### config.mk
export PLATFORM = sky130hd
export DESIGN_NAME = correlate_accum_flat
export DESIGN_NICKNAME = d
export VERILOG_FILES = /design/src/rtl/correlate_accum_if.sv /design/src/rtl/correlate_accum.sv /design/src/flat_wrapper.sv
export SDC_FILE = /design/constraint.sdc
export NUM_CORES = 1
export LEC_CHECK = 0
export CORE_ASPECT_RATIO = 1.5
export CORE_MARGIN = 4
export CORE_UTILIZATION = 48
export DETAILED_ROUTE_END_ITERATION = 12
export PLACE_DENSITY = 0.72
export SETUP_SLACK_MARGIN = 0.1
export SYNTH_ARGS = -nofsm -noshare
export SYNTH_HDL_FRONTEND = slang
export SYNTH_SLANG_ARGS = --single-unit
### constraint.sdc
create_clock -name clock -period 7.9 [get_ports clock]
set_clock_uncertainty 0.1 [all_clocks]
set_input_delay 1.975 -clock clock [delete_from_list [all_inputs] [get_ports clock]]
set_output_delay 1.975 -clock clock [all_outputs]
set_load 0.02 [all_outputs]
### src/rtl/correlate_accum_if.sv
// Bundle of beat-input and result-output signals for correlate_accum.
// master = the side that produces beats and consumes results,
// slave  = the correlator itself.
interface correlate_accum_if #(
  parameter int TBITS = 3,
  parameter int ACCUM = 16
) ();
  logic             valid_i;
  logic             first_i;
  logic             last_i;
  logic             ai_i;
  logic             aq_i;
  logic             bi_i;
  logic             bq_i;
  logic             ready_i;
  logic             valid_o;
  logic             first_o;
  logic             last_o;
  logic [TBITS-1:0] slot_o;
  logic [ACCUM-1:0] re_o;
  logic [ACCUM-1:0] im_o;
  logic             busy_o;
  logic             overflow_o;

  modport master (
    output valid_i, first_i, last_i, ai_i, aq_i, bi_i, bq_i, ready_i,
    input  valid_o, first_o, last_o, slot_o, re_o, im_o, busy_o, overflow_o
  );

  modport slave (
    input  valid_i, first_i, last_i, ai_i, aq_i, bi_i, bq_i, ready_i,
    output valid_o, first_o, last_o, slot_o, re_o, im_o, busy_o, overflow_o
  );
endinterface

### src/rtl/correlate_accum.sv
// correlate_accum: time-multiplexed sign-bit correlator of A*conj(B).
// Each beat adds I/Q agreement counts into one of TRATE slot accumulators;
// after the frame's last beat the bank is drained one slot per handshake.
// Optional macro CORRELATE_ACCUM_SATURATE_EN: accumulators saturate at
// 2**ACCUM-1 instead of wrapping modulo 2**ACCUM.
module correlate_accum #(
  parameter int TRATE = 6,
  parameter int TBITS = 3,
  parameter int ACCUM = 16
) (
  input logic               clock,
  input logic               reset_n,
  correlate_accum_if.slave  bus
);

  typedef enum logic [1:0] {S_IDLE, S_ACCUM, S_DRAIN} state_t;

  localparam logic [TBITS-1:0] LAST_SLOT = TBITS'(TRATE - 1);

  state_t           state;
  state_t           state_next;
  logic [ACCUM-1:0] re_bank [TRATE];
  logic [ACCUM-1:0] im_bank [TRATE];
  logic [TBITS-1:0] ptr;
  logic [TBITS-1:0] k;
  logic             overflow;
  logic [1:0]       re_inc;
  logic [1:0]       im_inc;
  logic             restart;
  logic             add_en;

  function automatic logic [TBITS-1:0] next_slot(input logic [TBITS-1:0] p);
    return (p == LAST_SLOT) ? '0 : p + 1'b1;
  endfunction

`ifdef CORRELATE_ACCUM_SATURATE_EN
  function automatic logic [ACCUM-1:0] accum_add(input logic [ACCUM-1:0] acc,
                                                 input logic [1:0]       inc);
    logic [ACCUM:0] sum;
    sum = {1'b0, acc} + (ACCUM + 1)'(inc);
    return sum[ACCUM] ? '1 : sum[ACCUM-1:0];
  endfunction
`else
  function automatic logic [ACCUM-1:0] accum_add(input logic [ACCUM-1:0] acc,
                                                 input logic [1:0]       inc);
    return acc + ACCUM'(inc);
  endfunction
`endif

  // Per-beat agreement counts and beat classification
  always_comb begin
    re_inc  = {1'b0, bus.ai_i ~^ bus.bi_i} + {1'b0, bus.aq_i ~^ bus.bq_i};
    im_inc  = {1'b0, bus.aq_i ~^ bus.bi_i} + {1'b0, bus.ai_i ^ bus.bq_i};
    restart = bus.valid_i && bus.first_i && (state != S_DRAIN);
    add_en  = bus.valid_i && !bus.first_i && (state == S_ACCUM);
  end

  // FSM state register
  always_ff @(posedge clock) begin
    if (!reset_n) state <= S_IDLE;
    else          state <= state_next;
  end

  // Next-state decode and drain-side output mux
  always_comb begin
    state_next  = state;
    bus.valid_o = 1'b0;
    bus.first_o = 1'b0;
    bus.last_o  = 1'b0;
    bus.slot_o  = '0;
    bus.re_o    = '0;
    bus.im_o    = '0;
    case (state)
      S_IDLE: begin
        if (restart) state_next = bus.last_i ? S_DRAIN : S_ACCUM;
      end
      S_ACCUM: begin
        if (bus.valid_i && bus.last_i) state_next = S_DRAIN;
      end
      S_DRAIN: begin
        bus.valid_o = 1'b1;
        bus.slot_o  = k;
        bus.first_o = (k == '0);
        bus.last_o  = (k == LAST_SLOT);
        for (int j = 0; j < TRATE; j++) begin
          if (k == TBITS'(j)) begin
            bus.re_o = re_bank[j];
            bus.im_o = im_bank[j];
          end
        end
        if (bus.ready_i && (k == LAST_SLOT)) state_next = S_IDLE;
      end
      default: state_next = S_IDLE;
    endcase
  end

  // Slot pointer, drain index and sticky overflow flag
  always_ff @(posedge clock) begin
    if (!reset_n) begin
      ptr      <= '0;
      k        <= '0;
      overflow <= 1'b0;
    end else begin
      if (restart)     ptr <= next_slot('0);
      else if (add_en) ptr <= next_slot(ptr);

      if (state != S_DRAIN)  k <= '0;
      else if (bus.ready_i)  k <= next_slot(k);

      if (state == S_DRAIN && bus.valid_i)  overflow <= 1'b1;
      else if (state == S_IDLE && restart)  overflow <= 1'b0;
    end
  end

  // Accumulator bank: cleared and seeded on frame start, else add at pointer
  always_ff @(posedge clock) begin
    for (int j = 0; j < TRATE; j++) begin
      if (!reset_n) begin
        re_bank[j] <= '0;
        im_bank[j] <= '0;
      end else if (restart) begin
        re_bank[j] <= (j == 0) ? ACCUM'(re_inc) : '0;
        im_bank[j] <= (j == 0) ? ACCUM'(im_inc) : '0;
      end else if (add_en && (ptr == TBITS'(j))) begin
        re_bank[j] <= accum_add(re_bank[j], re_inc);
        im_bank[j] <= accum_add(im_bank[j], im_inc);
      end
    end
  end

  assign bus.busy_o     = (state != S_IDLE);
  assign bus.overflow_o = overflow;

endmodule
### src/flat_wrapper.sv
// flat-port wrapper written by rule: the top's interface ports become plain ports
module correlate_accum_flat 
#(
  parameter int TRATE = 6,
  parameter int TBITS = 3,
  parameter int ACCUM = 16
)
  (clock, reset_n, bus_valid_i, bus_first_i, bus_last_i, bus_ai_i, bus_aq_i, bus_bi_i, bus_bq_i, bus_ready_i, bus_valid_o, bus_first_o, bus_last_o, bus_slot_o, bus_re_o, bus_im_o, bus_busy_o, bus_overflow_o);
  correlate_accum_if #(.TBITS(TBITS), .ACCUM(ACCUM)) bus_i ();
  input logic clock;
  input logic reset_n;
  input wire logic [$bits(bus_i.valid_i)-1:0] bus_valid_i;
  input wire logic [$bits(bus_i.first_i)-1:0] bus_first_i;
  input wire logic [$bits(bus_i.last_i)-1:0] bus_last_i;
  input wire logic [$bits(bus_i.ai_i)-1:0] bus_ai_i;
  input wire logic [$bits(bus_i.aq_i)-1:0] bus_aq_i;
  input wire logic [$bits(bus_i.bi_i)-1:0] bus_bi_i;
  input wire logic [$bits(bus_i.bq_i)-1:0] bus_bq_i;
  input wire logic [$bits(bus_i.ready_i)-1:0] bus_ready_i;
  output wire logic [$bits(bus_i.valid_o)-1:0] bus_valid_o;
  output wire logic [$bits(bus_i.first_o)-1:0] bus_first_o;
  output wire logic [$bits(bus_i.last_o)-1:0] bus_last_o;
  output wire logic [$bits(bus_i.slot_o)-1:0] bus_slot_o;
  output wire logic [$bits(bus_i.re_o)-1:0] bus_re_o;
  output wire logic [$bits(bus_i.im_o)-1:0] bus_im_o;
  output wire logic [$bits(bus_i.busy_o)-1:0] bus_busy_o;
  output wire logic [$bits(bus_i.overflow_o)-1:0] bus_overflow_o;
  assign bus_i.valid_i = bus_valid_i;
  assign bus_i.first_i = bus_first_i;
  assign bus_i.last_i = bus_last_i;
  assign bus_i.ai_i = bus_ai_i;
  assign bus_i.aq_i = bus_aq_i;
  assign bus_i.bi_i = bus_bi_i;
  assign bus_i.bq_i = bus_bq_i;
  assign bus_i.ready_i = bus_ready_i;
  assign bus_valid_o = bus_i.valid_o;
  assign bus_first_o = bus_i.first_o;
  assign bus_last_o = bus_i.last_o;
  assign bus_slot_o = bus_i.slot_o;
  assign bus_re_o = bus_i.re_o;
  assign bus_im_o = bus_i.im_o;
  assign bus_busy_o = bus_i.busy_o;
  assign bus_overflow_o = bus_i.overflow_o;
  correlate_accum #(.TRATE(TRATE), .TBITS(TBITS), .ACCUM(ACCUM)) u_core (.clock(clock), .reset_n(reset_n), .bus(bus_i));
endmodule
==> results.sh <==
export IMPL_die_w_um=138.9
export IMPL_seqPwrFrac=0.514
export IMPL_hold_start="u_core.bus.overflow_o$_SDFFE_PN0P_"
export IMPL_critPathKind="register to output pin"
export IMPL_syn_area_sq_mm=0.01235
export IMPL_start_util=0.4893
export IMPL_max_freq_ghz=0.1589
export IMPL_tns_ns=0
export IMPL_rr_endpoint="u_core.im_bank[1][25]$_SDFFCE_PN0P_"
export IMPL_cp_depth=6
export IMPL_hold_viol_final=0
export IMPL_vias=9518
export IMPL_crit_family="flip-flops"
export IMPL_final_common_cell="nor2_1"
export IMPL_antenna_found_initial=0
export IMPL_worst_pin_slew_ns=1.166
export IMPL_clock_path_buffers=3
export IMPL_num_rows=71
export IMPL_synth_async_reset_ratio=0
export IMPL_cp_cell_sequence="and2_1 > ha_2 > o21ai_0 > a222oi_1 > nor3_1 > clkdlybuf4s50_1"
export IMPL_critPathSlowestCell="dfxtp_2"
export IMPL_die_h_um=204.4
export IMPL_holdPathStages=2
export IMPL_path_buf_inv=1
export IMPL_arrival_ns=4.22
export IMPL_cts_max_level=1
export IMPL_drt_iter0_markers=1023
export IMPL_p_sw_frac=0.2464
export IMPL_nets=1287
export IMPL_coreArea_sq_mm=0.02523
export IMPL_final_cell_mix="nor2_1, edfxtp_1, xnor2_1"
export IMPL_portBuffers=49
export IMPL_numCtsBuffers=20
export IMPL_period_share=0.7967
export IMPL_die_area_sq_mm=0.02840
export IMPL_ioPinCount=50
export IMPL_diodes=0
export IMPL_drive_gt1_frac=0.05079
export IMPL_syn_avg_cell_area_sq_um=10.13
export IMPL_synthToLayoutAreaGrowth_pct=11.57
export IMPL_drv_slew=0
export IMPL_critPathLaunchType="register"
export IMPL_ys_ff_latch=201
export IMPL_p_leak_uw=0.004406
export IMPL_post_cts_resized=0
export IMPL_cts_tree="yes"
export IMPL_dr_pass1_iters=10
export IMPL_track_usage=0.2061
export IMPL_drc=0
export IMPL_wl_um=29650
export IMPL_cts_setup_buffers=0
export IMPL_cpPeakStageDelay_ns=1.11
export IMPL_synth_fp_nets=1259
export IMPL_critPathMaxFanout=65
export IMPL_clk_latency_ns=0.50
export IMPL_synthFlopType="edfxtp_1"
export IMPL_max_cap_viol_count=0
export IMPL_powerDensity_mw_per_mm2=182.9
export IMPL_p_clk_frac=0.389
export IMPL_p_int_uw=1898
export IMPL_fin_crit_ns=6.294
export IMPL_grt_pass1_vias=9483
export IMPL_reg2reg_from="u_core.state[0]$_SDFFE_PN0P_"
export IMPL_fillerInstances=2217
export IMPL_grt_pass1_wl_um=48950
export IMPL_synth_edf_count=192
export IMPL_grt_overflow=0
export IMPL_grt_start_max_net_pins=66
export IMPL_r2r_cells=5
export IMPL_fin_util=0.5460
export IMPL_yosysSeqAreaShare=0.4816
export IMPL_maxSlewHeadroom=0.2229
export IMPL_rrSetupSlack_ns=4.35
export IMPL_yosys_warnings=0
export IMPL_finalSetupViolCount=0
export IMPL_path_clk_slew_ns=0.06
export IMPL_combPwrFrac=0.097
export IMPL_viasPerCell=5.994
export IMPL_clock_sinks=201
export IMPL_switching_power_uw=620.6
export IMPL_required_ns=5.83
export IMPL_status="completed"
export IMPL_place_hpwl_um=21210
export IMPL_worst_ir_drop_vdd_v=0.0001608
export IMPL_synth_cell_type_count=57
export IMPL_cp_end_kind="output pin"
export IMPL_place_congestion=0.8498
export IMPL_cts_hold_buf=0
export IMPL_antenna_left=0
export IMPL_rsz0062_at_grt="false"
export IMPL_cts_root_buffer="clkbuf_16"
export IMPL_min_path_type="register to register"
export IMPL_syn_inst=1219
export IMPL_wl_per_cell_um=18.67
export IMPL_holdPathEnd="u_core.bus.overflow_o$_SDFFE_PN0P_"
metrics by stage:
step	hold WS, ns	total power (uW)	worst slack (ns)	instances	instance area [sq um]
finish	0.4328	2519	1.606	1588	13770
global route	0.4849	2615	1.319	1588	13770
CTS	0.4252	2534	1.633	1588	13770
detailed placement	0.3935	1558	2.174	1553	13110
global placement	0.4192	1551	2.233	1553	13110
floorplan	0.4111	1469	3.466	1219	12350
worst min-delay path, delay by kind of cell (launching register included):
kind	cells	cell delay (ns)
AO/OA/AOI/OAI	1	0.07
AND/OR/NAND/NOR	1	0.09
flip-flops	1	0.34
Yosys cell counts, drive strengths merged, types with 32 or more instances:
library cell / n / area (sq um)
a222oi: 32 / 320.3
clkbuf: 37 / 140.1
nor2: 215 / 809.5
a21oi: 32 / 160.2
xnor2: 98 / 858.3
xor2: 80 / 708.2
o22ai: 32 / 200.2
nand2: 71 / 266.5
nand3: 41 / 225.2
edfxtp: 192 / 5766
nor3: 52 / 260.3
o21ai: 43 / 215.2
mux2i: 32 / 320.3
routing by layer:
layer  vias to the layer above  routed length [um]  track usage
met3                        47                1878      0.02458
met4                         0                 581      0.04650
met5                         -                   0            0
met2                       313               14800       0.3711
met1                      4603               12400       0.2666
li1                       4555                   -            -
power by group through the flow:
stage | Sequential (uW) | Combinational (uW) | Clock, uW
after global routing | 1300 | 272 | 1040
after floorplan | 1290 | 176 | 0
after detailed placement | 1320 | 241 | 0
final | 1300 | 244 | 979
after global placement | 1310 | 237 | 0
after CTS | 1290 | 244 | 996
worst max path at each step:
| stage | slack (ns) | end | from |
|---|---|---|---|
| finish | 1.61 | bus_im_o[14] | u_core.k[0]$_SDFFE_PP0P_ |
| global route | 1.32 | bus_im_o[14] | u_core.k[0]$_SDFFE_PP0P_ |
| CTS | 1.63 | bus_im_o[6] | u_core.k[0]$_SDFFE_PP0P_ |
| detailed placement | 2.17 | bus_im_o[6] | u_core.k[0]$_SDFFE_PP0P_ |
| global placement | 2.23 | bus_im_o[6] | u_core.k[0]$_SDFFE_PP0P_ |
| floorplan | 3.47 | bus_im_o[10] | u_core.k[0]$_SDFFE_PP0P_ |
cell type report:
| class | instances | area, sq um | share of cell area |
|---|---|---|---|
| clock inverters | 7 | 82.58 | 0.005995 |
| flip-flops and latches | 201 | 5947 | 0.4317 |
| clock buffers | 28 | 581.8 | 0.04224 |
| multi-input cells | 934 | 6060 | 0.4399 |
| well taps | 328 | 410.4 | 0.02979 |
| inverters | 28 | 105.1 | 0.007630 |
| repair buffers | 62 | 588.1 | 0.04269 |
cells by family after synthesis:
kind of cell / synth area share
AO/OA/AOI/OAI: 0.09902
adder cells (fa/ha/maj): 0.03040
flip-flops: 0.4816
multiplexers: 0.02595
buffers and inverters: 0.02777
AND/OR/NAND/NOR: 0.2084
XOR/XNOR: 0.1269
flip-flops by register name (all words and copies together) (netlist names):
register               flops
u_core.ptr                 3
u_core.im_bank            96
u_core.re_bank            96
u_core.bus.overflow_o      1
u_core.k                   3
u_core.state               2
No activity file was read; power rests on OpenSTA's default activity.
==> variant 1 (same flow settings) <==
Build with the macro `CORRELATE_ACCUM_SATURATE_EN` defined.
--- a/src/rtl/correlate_accum.sv
+++ b/src/rtl/correlate_accum.sv
@@ -4,4 +4,6 @@
 // Optional macro CORRELATE_ACCUM_SATURATE_EN: accumulators saturate at
 // 2**ACCUM-1 instead of wrapping modulo 2**ACCUM.
+`define CORRELATE_ACCUM_SATURATE_EN
+
 module correlate_accum #(
   parameter int TRATE = 6,
Formal check against the unedited RTL: same outputs for any inputs over 4 cycles, from zero or initial values and one cycle with reset_n low; that may be too few to reach the edited logic, so the function may still have changed.
==> variant 1 against the unedited design <==
Synthesized area up 7.2%. Total power down 1.1%. Sequential cell count unchanged. Routed wire length up 17%. Worst setup slack better by 0.37 ns. Final area up 5.8%.
==> variant 1: results (changes against the unedited design) <==
Synth
  • Xor and xnor area share after synthesis: 9.46% (was 12.7%)
  • Mux share of post-synthesis cell area: 5.44% (was 2.59%)
  • Post-Synth Adder-Cell Area: 2.84% (was 3.04%)
  • Netlist cell types: 71 (was 57)
  • Seq/Total Area, Yosys: 44.9% (was 48.2%)
  • Synth cell count leaders: edfxtp_1, a21oi_1, nand2_1 (was nor2_1, edfxtp_1, xnor2_1)
  • Post-Synthesis Cells: 1345 (was 1219)
  • Largest cells by area after synthesis: edfxtp_1, a21oi_1, mux2i_1 (was edfxtp_1, xnor2_1, nor2_1)
  • Post-synthesis compound-gate area fraction: 16.8% (was 9.90%)

Place
  • Placer congestion estimate: 0.911 (was 0.850)
  • DP Worst Slack: 2.46 ns (was 2.17 ns)
  • Port bufs: 49 (unchanged)
  • Placed insts: 1676 (was 1553)
  • Detailed placement HPWL: 24100 um (was 21200 um)

Layout
  • Area growth from synthesis to layout: 10.0% (was 11.6%)
  • Fillers: 2474 (was 2217)
  • Share of cells above drive strength 1: 4.96% (was 5.08%)
  • Inserted Diodes: 0 (unchanged)
  • Post-layout nets: 1397 (was 1287)

Route
  • Vias per cell: 6.32 (was 5.99)
  • WL met2: 17200 um (was 14800 um)
  • Met1 WL: 14100 um (was 12400 um)
  • Drt first pass iters: 8 (was 10)
  • Final WL: 34600 um (was 29700 um)
  • Wire length on met3: 2050 um (was 1880 um)
  • DRT iter0 DRCs: 1059 (was 1023)
  • Via count: 10829 (was 9518)

Hold path
  • Hold path start: u_core.bus.overflow_o (unchanged)
  • Hold EP: u_core.bus.overflow_o (unchanged)
  • Hold Path Class: reg -> reg (unchanged)
  • Hold Path Depth: 2 (unchanged)

STA
  • Max-slew headroom: 26.8% (was 22.3%)

Global route
  • Vias in the first global route: 10461 (was 9483)
  • Met1 Use GR: 29.2% (was 26.7%)
  • Met2 Use GR: 37.8% (was 37.1%)
  • Global-route usage over all layers: 22.4% (was 20.6%)
  • Largest net degree at the start of global routing: 57 (was 66)
  • First-pass GRT wire length: 54700 um (was 48900 um)
  • Grt met3 use: 2.89% (was 2.46%)

CTS
  • Num CTS Buffers: 21 (was 20)
  • Resized cells post-CTS: 0 (unchanged)
  • Clock slew at reported path FFs: 0.06 ns (about the same)

Power
  • IR drop worst, VDD: 161 uV (about the same)
  • Sw frac: 26.4% (was 24.6%)
  • Total leakage power: 4.57 nW (was 4.41 nW)

Worst setup path
  • Worst Path Max Fanout: 37 (was 65)
  • R2R Path End: u_core.re_bank[1][9] (was u_core.im_bank[1][25])
  • Flop2flop setup slack: 5.06 ns (was 4.35 ns)
  • Arrival @ worst endpoint: 3.85 ns (was 4.22 ns)
  • Worst R2R Path Depth: 8 (was 5)

Status
  • Status: completed (unchanged)
variant 1: per-stage QoR:
stage               hold WS [ns]  area, sq um  util [%]
floorplan                  0.371        13200         -
global placement           0.377        14000      51.3
detailed placement         0.383        14000      51.3
CTS                        0.391        14600      53.5
global route               0.436        14600      53.5
finish                     0.391        14600      53.5
variant 1: power groups by stage:
stage,combinational (mW),sequential (mW),clock (mW)
2_1_floorplan,0.186,1.30,0
5_1_grt,0.285,1.31,0.986
4_1_cts,0.257,1.30,0.938
6_report,0.257,1.31,0.928
3_5_place_dp,0.255,1.33,0
3_3_place_gp,0.251,1.32,0
variant 1: cell type report:
type                    instances  area share [%]
multi-input cells            1031            46.8
well taps                     342            2.94
clock inverters                 7           0.206
repair buffers                 67            4.29
clock buffers                  30            3.98
flip-flops and latches        201            40.8
inverters                      35           0.902
variant 1: worst max-delay path: stages, from the launching register on:
cell,delay (ns)
dfxtp_4,0.77
buf_4,0.62
nor2b_2,0.29
buf_4,0.28
nand2_1,0.09
o21ai_0,0.15
a221oi_1,0.44
a211oi_1,0.10
clkdlybuf4s50_1,0.58
variant 1: cell families after synthesis:
group	Yosys count
and+or+nand+nor	421
AOI/OAI and AO/OA	365
DFF	201
xor gates and xnor gates	143
buffers and inverters	113
muxes	72
adders and majority gates	30
variant 1: how the worst max path moves through the flow:
stage / from / endpoint / slack, ns / depth (start not counted)
final: u_core.k[0] / bus_re_o[8] / 1.97 / 8
after global routing: u_core.k[0] / bus_re_o[1] / 1.83 / 8
after CTS: u_core.k[0] / bus_re_o[8] / 1.97 / 8
after detailed placement: bus_bq_i / u_core.re_bank[0][16] / 2.46 / 9
after global placement: bus_bq_i / u_core.re_bank[0][16] / 2.50 / 9
after floorplan: u_core.k[0] / bus_im_o[0] / 3.33 / 10
==> variant 2 (same flow settings) <==
Without the edit above. Re-encode `state_t` (3 states) as one-hot, 3 bits wide.
--- a/src/rtl/correlate_accum.sv
+++ b/src/rtl/correlate_accum.sv
@@ -14,5 +14,5 @@
 );
 
-  typedef enum logic [1:0] {S_IDLE, S_ACCUM, S_DRAIN} state_t;
+  typedef enum logic [2:0] {S_IDLE = 3'b001, S_ACCUM = 3'b010, S_DRAIN = 3'b100} state_t;
 
   localparam logic [TBITS-1:0] LAST_SLOT = TBITS'(TRATE - 1);
Function: no difference found for any inputs over 4 cycles, from zero or initial values and one cycle with reset_n low; so few cycles prove little.
==> variant 2 against the unedited design <==
Total power rose by 1.7%. Non-clock buffer count rose by 2. Clock power rose by 9%. Utilization rose by 0.48 points. Cell count fell by 0.13%. Combinational power fell by 18%. Worst setup slack got worse by 0.00054 ns. Final area rose by 1.2%. Routed wire length rose by 4.6%. Synthesized area rose by 0.64%. First-iteration DRC count fell by 21%. Register-to-register slack got worse by 0.05 ns. Sequential cell count rose by 1. Largest power group unchanged.
==> variant 2: results (changes against the unedited design) <==
Status
  • Status: completed (unchanged)

Global route
  • First-pass GRT wire length: 49400 um (was 48900 um)
  • Vias in the first global route: 9330 (was 9483)
  • Global-route usage over all layers: 21.1% (was 20.6%)

Layout
  • Multi-input gate count: 925 (was 934)
  • Fillers: 2198 (was 2217)
  • Share of cells above drive strength 1: 4.61% (was 5.08%)
  • Layout clock area frac: 5.28% (was 4.82%)
  • Area growth from synthesis to layout: 12.2% (was 11.6%)
  • Finished Layout Cells: 1586 (was 1588)
  • Data buffer area share: 4.33% (was 4.27%)
  • Inverter count: 30 (was 28)
  • CLK BUF: 27 (was 28)
  • Fraction of area in multi-input gates: 43.9% (was 44.0%)
  • Non-clock buffers: 64 (was 62)

Place
  • DP Worst Slack: 2.09 ns (was 2.17 ns)
  • DP Area: 13200 sq um (was 13100 sq um)
  • Placed insts: 1549 (was 1553)
  • Detailed placement HPWL: 22300 um (was 21200 um)
  • Placer congestion estimate: 0.863 (was 0.850)

Worst setup path
  • R2R Path End: u_core.re_bank[1][26] (was u_core.im_bank[1][25])
  • Worst Path Max Fanout: 36 (was 65)
  • Critical R2R Launch: u_core.state[0] (unchanged)
  • Flop2flop setup slack: 4.30 ns (was 4.35 ns)
  • Critical Path Sink: bus_re_o[2] (was bus_im_o[14])
  • CP startpoint: u_core.k[2] (was u_core.k[0])
  • Worst R2R Path Depth: 6 (was 5)

Synth
  • Mux share of post-synthesis cell area: 2.83% (was 2.59%)
  • Xor and xnor area share after synthesis: 13.0% (was 12.7%)
  • Syn Nets: 1256 (was 1259)
  • Netlist cell types: 49 (was 57)
  • Largest cells by area after synthesis: edfxtp_1, xnor2_1, nor2_1 (unchanged)
  • Synth cell count leaders: nor2_1, edfxtp_1, xnor2_1 (unchanged)
  • Post-Synthesis Cells: 1216 (was 1219)
  • Seq/Total Area, Yosys: 48.0% (was 48.2%)

Hold path
  • Hold EP: u_core.ptr[1] (was u_core.bus.overflow_o)

Route
  • Drt first pass iters: 5 (was 10)
  • DRT iter0 DRCs: 806 (was 1023)
  • Vias per cell: 5.97 (was 5.99)

Power
  • IR drop worst, VDD: 190 uV (was 161 uV)
  • Total leakage power: 4.52 nW (was 4.41 nW)
  • Internal power: 1.95 mW (was 1.90 mW)

Die
  • Area of the die: 28600 sq um (was 28400 sq um)

STA
  • Worst-margin pin slew: 1.24 ns (was 1.17 ns)
  • Final Worst Setup Slack: 1.61 ns (about the same)
[variant 2: changes by cell type in the layout (fill, tap and decap cells not counted), moves of 8 or more]
| cell | delta |
|---|---|
| and3_1 | +16 |
| a221o_1 | +31 |
| nor3b_1 | -8 |
| a221oi_1 | +33 |
| o21ai_0 | -36 |
| a211oi_1 | +36 |
| nor3_1 | -40 |
| a21oi_1 | +9 |
| nand4_1 | +12 |
| o22ai_1 | -32 |
| a222oi_1 | -32 |
[variant 2: per-layer routing]
layer | GRT usage, % | routed length (um) | vias to the layer above
met1 | 26.0 | 12700 | 4569
met2 | 37.9 | 15600 | 302
met3 | 3.34 | 1750 | 57
met5 | 0 | 0 | -
li1 | - | - | 4542
met4 | 6.82 | 886 | 0
[variant 2: critical path: stages (launching register included)]
cell and delay [ns]:
dfxtp_1 0.49, inv_1 0.15, ha_1 0.22, buf_4 0.26
nor4b_4 1.04, buf_4 0.35, a221o_1 0.17, a221oi_1 0.05
a211oi_1 0.30, clkdlybuf4s50_1 0.67
